### config.mk
export PLATFORM = sky130hd
export DESIGN_NAME = boid_frame_writer_flat
export DESIGN_NICKNAME = d
export VERILOG_FILES = /design/src/rtl/boid_pkg.sv /design/src/rtl/boid_frame_writer_if.sv /design/src/rtl/boid_pixel_addr.sv /design/src/rtl/boid_frame_writer.sv /design/src/flat_wrapper.sv
export SDC_FILE = /design/constraint.sdc
export NUM_CORES = 1
export LEC_CHECK = 0
export CAP_MARGIN = 20
export CELL_PAD_IN_SITES_DETAIL_PLACEMENT = 1
export CELL_PAD_IN_SITES_GLOBAL_PLACEMENT = 1
export CORE_ASPECT_RATIO = 1.5
export CORE_MARGIN = 2
export CORE_UTILIZATION = 43
export CTS_CLUSTER_SIZE = 16
export DETAILED_ROUTE_END_ITERATION = 12
export GPL_TIMING_DRIVEN = 0
export PLACE_DENSITY = 0.71
export SLEW_MARGIN = 10
export SYNTH_ARGS = -nofsm -noshare
export SYNTH_HDL_FRONTEND = slang
export SYNTH_SLANG_ARGS = --single-unit
export TNS_END_PERCENT = 30
### constraint.sdc
create_clock -name clock -period 5 [get_ports clock]
set_clock_uncertainty 0.1 [all_clocks]
set_input_delay 1.25 -clock clock [delete_from_list [all_inputs] [get_ports clock]]
set_output_delay 1.25 -clock clock [all_outputs]
set_load 0.005 [all_outputs]
### src/rtl/boid_pkg.sv
// Shared video geometry and frame-writer state encoding, also used by the
// VGA controller and the display RAM.
package boid_pkg;

   localparam int VIDEO_WIDTH         = 640;
   localparam int VIDEO_HEIGHT        = 480;
   localparam int PIXEL_COUNT         = VIDEO_WIDTH * VIDEO_HEIGHT;
   localparam int PIXEL_ADDRESS_WIDTH = $clog2(PIXEL_COUNT);

   typedef enum logic [1:0] {
      ST_IDLE  = 2'd0,
      ST_CLEAR = 2'd1,
      ST_WRITE = 2'd2
   } state_t;

endpackage

### src/rtl/boid_frame_writer_if.sv
// CPU position bus, frame trigger and display-RAM write port of the boid
// frame writer, with status counters.
interface boid_frame_writer_if #(
   parameter int PIXEL_ADDRESS_WIDTH = boid_pkg::PIXEL_ADDRESS_WIDTH
);

   logic                           cpu_we;
   logic [31:0]                    cpu_idx;
   logic [9:0]                     cpu_x;
   logic [8:0]                     cpu_y;
   logic                           screen_end;
   logic                           disp_clear;
   logic                           disp_we;
   logic [PIXEL_ADDRESS_WIDTH-1:0] disp_addr;
   logic                           busy;
   logic [15:0]                    frame_count;
   logic [7:0]                     overrun_count;

   modport master (
      output cpu_we, cpu_idx, cpu_x, cpu_y, screen_end,
      input  disp_clear, disp_we, disp_addr, busy, frame_count, overrun_count
   );

   modport slave (
      input  cpu_we, cpu_idx, cpu_x, cpu_y, screen_end,
      output disp_clear, disp_we, disp_addr, busy, frame_count, overrun_count
   );

endinterface

### src/rtl/boid_pixel_addr.sv
// Maps a boid (x, y) position to a linear display-RAM address and flags
// whether the position lies on screen.
module boid_pixel_addr #(
   parameter int VIDEO_WIDTH         = boid_pkg::VIDEO_WIDTH,
   parameter int VIDEO_HEIGHT        = boid_pkg::VIDEO_HEIGHT,
   parameter int PIXEL_ADDRESS_WIDTH = boid_pkg::PIXEL_ADDRESS_WIDTH
) (
   input  logic [9:0]                     x,
   input  logic [8:0]                     y,
   output logic [PIXEL_ADDRESS_WIDTH-1:0] addr,
   output logic                           in_bounds
);

   assign in_bounds = (32'(x) < VIDEO_WIDTH) && (32'(y) < VIDEO_HEIGHT);

   // Constant multiplier: synthesis reduces this to shifts and adds.
   assign addr = PIXEL_ADDRESS_WIDTH'(x)
               + PIXEL_ADDRESS_WIDTH'(y) * PIXEL_ADDRESS_WIDTH'(VIDEO_WIDTH);

endmodule

### src/rtl/boid_frame_writer.sv
// Snapshots the CPU boid table at each frame end, pulses a display clear and
// then emits one pixel write per valid, on-screen boid.
module boid_frame_writer
   import boid_pkg::*;
#(
   parameter int MAX_BOIDS           = 4,
   parameter int VIDEO_WIDTH         = boid_pkg::VIDEO_WIDTH,
   parameter int VIDEO_HEIGHT        = boid_pkg::VIDEO_HEIGHT,
   parameter int IDX_WIDTH           = (MAX_BOIDS > 1) ? $clog2(MAX_BOIDS) : 1,
   parameter int PIXEL_ADDRESS_WIDTH = boid_pkg::PIXEL_ADDRESS_WIDTH
) (
   input  logic               clock,
   input  logic               reset_n,
   boid_frame_writer_if.slave bus
);

   localparam int CNT_WIDTH = IDX_WIDTH + 1;

   logic [9:0]           shadow_x     [MAX_BOIDS];
   logic [8:0]           shadow_y     [MAX_BOIDS];
   logic [MAX_BOIDS-1:0] shadow_valid;
   logic [9:0]           active_x     [MAX_BOIDS];
   logic [8:0]           active_y     [MAX_BOIDS];
   logic [MAX_BOIDS-1:0] active_valid;

   state_t                         state;
   logic [CNT_WIDTH-1:0]           slot;
   logic                           screen_end_q;
   logic                           trigger;
   logic                           cpu_hit;
   logic [IDX_WIDTH-1:0]           cpu_slot;
   logic [IDX_WIDTH-1:0]           rd_slot;
   logic [PIXEL_ADDRESS_WIDTH-1:0] pix_addr;
   logic                           pix_in_bounds;
   logic                           slot_visible;

   assign trigger  = bus.screen_end & ~screen_end_q;
   assign cpu_hit  = bus.cpu_we && (bus.cpu_idx < 32'(MAX_BOIDS));
   assign cpu_slot = bus.cpu_idx[IDX_WIDTH-1:0];
   assign rd_slot  = slot[IDX_WIDTH-1:0];

   boid_pixel_addr #(
      .VIDEO_WIDTH         (VIDEO_WIDTH),
      .VIDEO_HEIGHT        (VIDEO_HEIGHT),
      .PIXEL_ADDRESS_WIDTH (PIXEL_ADDRESS_WIDTH)
   ) u_pixel_addr (
      .x         (active_x[rd_slot]),
      .y         (active_y[rd_slot]),
      .addr      (pix_addr),
      .in_bounds (pix_in_bounds)
   );

   assign slot_visible = active_valid[rd_slot] && pix_in_bounds;

   // CPU-side shadow table; writable in every state.
   always_ff @(posedge clock or negedge reset_n) begin
      if (!reset_n) begin
         for (int i = 0; i < MAX_BOIDS; i++) begin
            shadow_x[i] <= '0;
            shadow_y[i] <= '0;
         end
         shadow_valid <= '0;
      end else if (cpu_hit) begin
         shadow_x[cpu_slot]     <= bus.cpu_x;
         shadow_y[cpu_slot]     <= bus.cpu_y;
         shadow_valid[cpu_slot] <= 1'b1;
      end
   end

   always_ff @(posedge clock or negedge reset_n) begin
      if (!reset_n) begin
         for (int i = 0; i < MAX_BOIDS; i++) begin
            active_x[i] <= '0;
            active_y[i] <= '0;
         end
         active_valid      <= '0;
         state             <= ST_IDLE;
         slot              <= '0;
         screen_end_q      <= 1'b0;
         bus.disp_clear    <= 1'b0;
         bus.disp_we       <= 1'b0;
         bus.disp_addr     <= '0;
         bus.busy          <= 1'b0;
         bus.frame_count   <= '0;
         bus.overrun_count <= '0;
      end else begin
         screen_end_q <= bus.screen_end;
         case (state)
            ST_IDLE: begin
               bus.disp_we    <= 1'b0;
               bus.disp_clear <= 1'b0;
               if (trigger) begin
                  // Snapshot sees the pre-write shadow if the CPU writes this cycle.
                  active_x       <= shadow_x;
                  active_y       <= shadow_y;
                  active_valid   <= shadow_valid;
                  slot           <= '0;
                  bus.disp_clear <= 1'b1;
                  bus.busy       <= 1'b1;
                  state          <= ST_CLEAR;
               end
            end
            ST_CLEAR, ST_WRITE: begin
               bus.disp_clear <= 1'b0;
               if (trigger && bus.overrun_count != 8'hFF)
                  bus.overrun_count <= bus.overrun_count + 8'd1;
               if (slot == CNT_WIDTH'(MAX_BOIDS)) begin
                  bus.disp_we     <= 1'b0;
                  bus.busy        <= 1'b0;
                  bus.frame_count <= bus.frame_count + 16'd1;
                  state           <= ST_IDLE;
               end else begin
                  bus.disp_we <= slot_visible;
                  if (slot_visible)
                     bus.disp_addr <= pix_addr;
                  slot  <= slot + CNT_WIDTH'(1);
                  state <= ST_WRITE;
               end
            end
            default: begin
               bus.disp_we    <= 1'b0;
               bus.disp_clear <= 1'b0;
               bus.busy       <= 1'b0;
               state          <= ST_IDLE;
            end
         endcase
      end
   end

endmodule

### src/flat_wrapper.sv
// flat-port wrapper written by rule: the top's interface ports become plain ports
module boid_frame_writer_flat import boid_pkg::*;
#(
   parameter int MAX_BOIDS           = 4,
   parameter int VIDEO_WIDTH         = boid_pkg::VIDEO_WIDTH,
   parameter int VIDEO_HEIGHT        = boid_pkg::VIDEO_HEIGHT,
   parameter int IDX_WIDTH           = (MAX_BOIDS > 1) ? $clog2(MAX_BOIDS) : 1,
   parameter int PIXEL_ADDRESS_WIDTH = boid_pkg::PIXEL_ADDRESS_WIDTH
)
  (clock, reset_n, bus_cpu_we, bus_cpu_idx, bus_cpu_x, bus_cpu_y, bus_screen_end, bus_disp_clear, bus_disp_we, bus_disp_addr, bus_busy, bus_frame_count, bus_overrun_count);
  boid_frame_writer_if #(.PIXEL_ADDRESS_WIDTH(PIXEL_ADDRESS_WIDTH)) bus_i ();
  input  logic clock;
  input  logic reset_n;
  input wire logic [$bits(bus_i.cpu_we)-1:0] bus_cpu_we;
  input wire logic [$bits(bus_i.cpu_idx)-1:0] bus_cpu_idx;
  input wire logic [$bits(bus_i.cpu_x)-1:0] bus_cpu_x;
  input wire logic [$bits(bus_i.cpu_y)-1:0] bus_cpu_y;
  input wire logic [$bits(bus_i.screen_end)-1:0] bus_screen_end;
  output wire logic [$bits(bus_i.disp_clear)-1:0] bus_disp_clear;
  output wire logic [$bits(bus_i.disp_we)-1:0] bus_disp_we;
  output wire logic [$bits(bus_i.disp_addr)-1:0] bus_disp_addr;
  output wire logic [$bits(bus_i.busy)-1:0] bus_busy;
  output wire logic [$bits(bus_i.frame_count)-1:0] bus_frame_count;
  output wire logic [$bits(bus_i.overrun_count)-1:0] bus_overrun_count;
  assign bus_i.cpu_we = bus_cpu_we;
  assign bus_i.cpu_idx = bus_cpu_idx;
  assign bus_i.cpu_x = bus_cpu_x;
  assign bus_i.cpu_y = bus_cpu_y;
  assign bus_i.screen_end = bus_screen_end;
  assign bus_disp_clear = bus_i.disp_clear;
  assign bus_disp_we = bus_i.disp_we;
  assign bus_disp_addr = bus_i.disp_addr;
  assign bus_busy = bus_i.busy;
  assign bus_frame_count = bus_i.frame_count;
  assign bus_overrun_count = bus_i.overrun_count;
  boid_frame_writer #(.MAX_BOIDS(MAX_BOIDS), .VIDEO_WIDTH(VIDEO_WIDTH), .VIDEO_HEIGHT(VIDEO_HEIGHT), .IDX_WIDTH(IDX_WIDTH), .PIXEL_ADDRESS_WIDTH(PIXEL_ADDRESS_WIDTH)) u_core (.clock(clock), .reset_n(reset_n), .bus(bus_i));
endmodule
==> metrics.md <==
| Metric | Value |
|---|---|
| FP Rows | `65` |
| WL/cell | `19.83 µm` |
| Mapped Area | `just over 9000 µm²` |
| Worst Hold Path EP | `u_core.shadow_valid[0]` |
| H-tree depth | `1` |
| Vias | `5549` |
| Worst setup EP type | `flip-flop` |
| Critical-path maximum fanout | `19` |
| Top cells by area, synth | `dfrtp_1 (57%), mux2_1 (19%), mux4_2 (4.9%)` |
| Worst setup SP type | `flip-flop` |
| Minimum clock period | `4370 ps` |
| Pre-antenna DRT Iters | `4` |
| WP buf/inv | `2` |
| CP Class | `flip-flop to flip-flop` |
| Hold WC Path Type | `flip-flop to flip-flop` |
| Core Area | `21060 µm²` |
| Post-Syn Area per Cell | `between 10 and 15 µm²` |
| Fmax | `0.2288 GHz` |
| Post-DP Area | `10610 µm²` |
| Drt total wl | `roughly 20 mm` |
| Clock latency at the later pin of the worst-skew pair | `500 ps` |
| Area Growth Syn to Fin | `21.95%` |
| Post-CTS setup buffer count | `0` |
| CTS tree | `done` |
| Bufs on Longest Clock Path | `3` |
| Slowest CP cell | `buf_2` |
| FF-to-FF path depth | `13` |
| DRC | `0` |
| CP delay by family, top | `simple AND/OR/NAND/NOR gates` |
| Power share of the clock group | `39.5%` |
| Leak pwr | `approximately 5.6 nW` |
| Post-synth EDFFs | `0` |
| CTS Root Cell | `clkbuf_16` |
| YS warnings | `0` |
| Slew HR | `42.96%` |
| Syn_nets | `710` |
| Outcome | `completed` |
| Internal power | `2.899 mW` |
| Num Clock Sinks | `212` |
| Synth cell types | `55` |
| Final period utilization | `between 80% and 90%` |
| Sw Ratio | `around 25%` |
| Register area share after synthesis | `57.38%` |
| # fillers | `2077` |
| Total gr overflow | `0` |
| Tot GR Track Use | `19.26%` |
| Reg-to-Reg End | `u_core.bus.disp_addr[17]` |
| Clock transition at path regs | `60 ps` |
| Slew Viols, Final | `0` |
| Flop2flop setup slack | `630 ps` |
| Setup TNS | `0 ps` |
| Post-detail-place hpwl | `14.25 mm` |
| Final nets | `833` |
| Worst Tran Pin Value | `855.6 ps` |
| I/O Buffers | `100` |
| Cell taking the most area after synthesis | `dfrtp_1` |
| Via density | `5.377` |
| # diodes | `0` |
| Async set-reset flop share out of synthesis | `100.0%` |
| RD Place Congestion | `0.7283` |
| RSZ-0062 raised after global routing | `no` |
| CP Cell Sequence | `buf_2 > mux4_2 > ha_1 > ha_1 > inv_1 > fa_1 > xor2_1 > or3b_4 > nand2b_4 > nand3b_4 > nor3_4 > xnor3_1 > mux2_4` |
| Die Footprint | `22710 µm²` |
| Crit path DAT | `approximately 4700 ps` |
| Share of layout cells above drive strength 1 | `10.73%` |
| Initial Util | `43.89%` |
| Hold Startpoint | `u_core.shadow_valid[0]` |
| Max-cap violations | `0` |
| RR Startpoint | `u_core.slot[1]` |
| Post-synthesis cell count | `630` |
| Top FF cell, synth | `dfrtp_1` |
| Share of the synthesized area in the top cell type | `57.38%` |
| Power Density | `344.0 nW/µm²` |
| DIE WIDTH | `123.7 µm` |
| Final number of setup-violating endpoints | `0` |
| CP peak stage delay | `560 ps` |
| P_sw | `979.3 µW` |
| Remaining antenna violation count after routing | `0` |
| Synthesis-stage register bit count | `roughly 210` |
| Antenna violations before repair | `0` |
| Hold Path Depth | `1` |
| Largest net degree at the start of global routing | `117` |
| Final hold vios | `0` |
| Sequential power share | `46.6%` |
| Seq. cell area | `roughly 5300 µm²` |
| First-pass GRT wire length | `between 30 and 40 mm` |
| DR iter-0 viols | `171` |
| VDD IR-drop max | `0.0002476 V` |
| Multi-input logic area | `approximately 3800 µm²` |
| Design area | `11270 µm²` |
| CTS Buf Count | `22` |
| Die H | `183.6 µm` |
| Io pins | `between 100 and 150` |
| CP most frequent cell | `ha_1` |
| Vias in the first global route | `~6400` |
| CP required | `5280 ps` |
| Comb pwr share | `between 10% and 20%` |
-- cells in the final DEF, fill, tap and decap left out, types with 3 or more instances in the layout --
| cell | synthesis | routed |
|---|---|---|
| nor4_1 | 8 | 8 |
| or2_1 | 5 | 5 |
| mux2_2 | 7 | 7 |
| clkbuf_16 | 0 | 23 |
| mux2_1 | 158 | 158 |
| nand2b_1 | 3 | 3 |
| clkbuf_1 | 9 | 16 |
| xnor2_1 | 20 | 20 |
| clkbuf_8 | 0 | 4 |
| a211oi_1 | 3 | 3 |
| nor2_1 | 13 | 13 |
| nand2_1 | 30 | 30 |
| dfrtp_1 | 212 | 212 |
| and3_1 | 5 | 5 |
| xor2_1 | 12 | 12 |
| mux4_2 | 20 | 20 |
| ha_1 | 23 | 23 |
| a21oi_1 | 7 | 7 |
| nand4_1 | 8 | 8 |
| o21ai_1 | 11 | 11 |
| buf_2 | 8 | 8 |
| nand3_1 | 11 | 11 |
| clkdlybuf4s50_1 | 0 | 99 |
| inv_1 | 12 | 12 |
-- area by class of cell --
class / count / area share [%]
sequential: 212 / 47.05
multi-input combinational: 381 / 33.45
timing repair buffer: 101 / 9.167
clock buffer: 34 / 5.826
tap: 268 / 2.974
buffer: 21 / 0.9211
inverter: 14 / 0.5105
clock inverter: 1 / 0.09988
-- power groups by stage --
stage / clock network (mW) / logic (mW) / registers, mW
after CTS: 1.57 / 0.556 / 1.81
after global placement: 0 / 0.539 / 1.84
final: 1.53 / 0.540 / 1.81
after floorplan: 0 / 0.297 / 1.83
after global routing: 1.65 / 0.595 / 1.81
after detailed placement: 0 / 0.562 / 1.84
-- synth_stat cells, types with 2 or more instances --
cell type,count
or2_1,5
o31ai_1,2
mux2_2,7
clkbuf_1,9
dfrtp_1,212
nand4_1,8
o21ai_1,11
buf_6,2
a21oi_1,7
nand2b_1,3
ha_1,23
inv_1,12
buf_2,8
buf_1,4
mux4_2,20
nor4_1,8
fa_1,2
xor2_1,12
mux2_1,158
nand2_1,30
nor3_1,2
a21o_1,2
xnor2_1,20
and3_1,5
nor3b_1,2
nand3_1,11
o21a_1,2
a211oi_1,3
nor2b_1,2
nor2_1,13
-- metrics by stage --
step,power (mW),hold WS [ps],util [%],setup WS (ps),instances
CTS,3.936,366.9,53.53,580.5,1032
floorplan,2.127,325.5,-,574.4,630
global placement,2.375,339.3,50.23,-5861,998
global route,4.055,378.0,53.53,412.8,1032
finish,3.878,374.2,53.53,629.6,1032
detailed placement,2.401,345.3,50.39,-164.6,999
-- state kept, by name, indices dropped and copies added, names as in the netlist, 8 cells and up --
register	count
u_core.bus.frame_count	16
u_core.active_y	36
u_core.bus.overrun_count	8
u_core.active_x	40
u_core.bus.disp_addr	19
u_core.shadow_y	36
u_core.shadow_x	40
-- worst max path at each step --
stage | start | end | slack [ps] | cells past startpoint
floorplan | u_core.slot[0] | u_core.bus.disp_addr[17] | 570 | 15
global route | u_core.slot[1] | u_core.bus.disp_addr[18] | 410 | 13
CTS | u_core.slot[1] | u_core.bus.disp_addr[17] | 580 | 13
detailed placement | u_core.slot[0] | u_core.bus.disp_addr[17] | -160 | 15
finish | u_core.slot[1] | u_core.bus.disp_addr[17] | 630 | 13
global placement | reset_n | u_core.shadow_x[4] | -5860 | 1
-- routing by layer --
layer  part of all wire [%]  GRT usage, %
met5                      0             0
met4                    1.8         4.682
met3                    3.6         2.605
met2                     55         35.63
met1                     40         23.30
-- cells by family after synthesis --
| logic type | share of synthesized area (%) |
|---|---|
| xor gates and xnor gates | 3.275 |
| AOI/OAI and AO/OA | 2.707 |
| and+or+nand+nor | 6.131 |
| adders and majority gates | 3.546 |
| buffers and inverters | 1.827 |
| DFF | 57.38 |
| muxes | 25.13 |
-- timing repair --
action                                  in CTS  in global routing
resized for setup                            0                  0
endpoints found under the setup margin       2                  0
hold buffers                                 0                  0
Power figures use the tool's default switching activity.
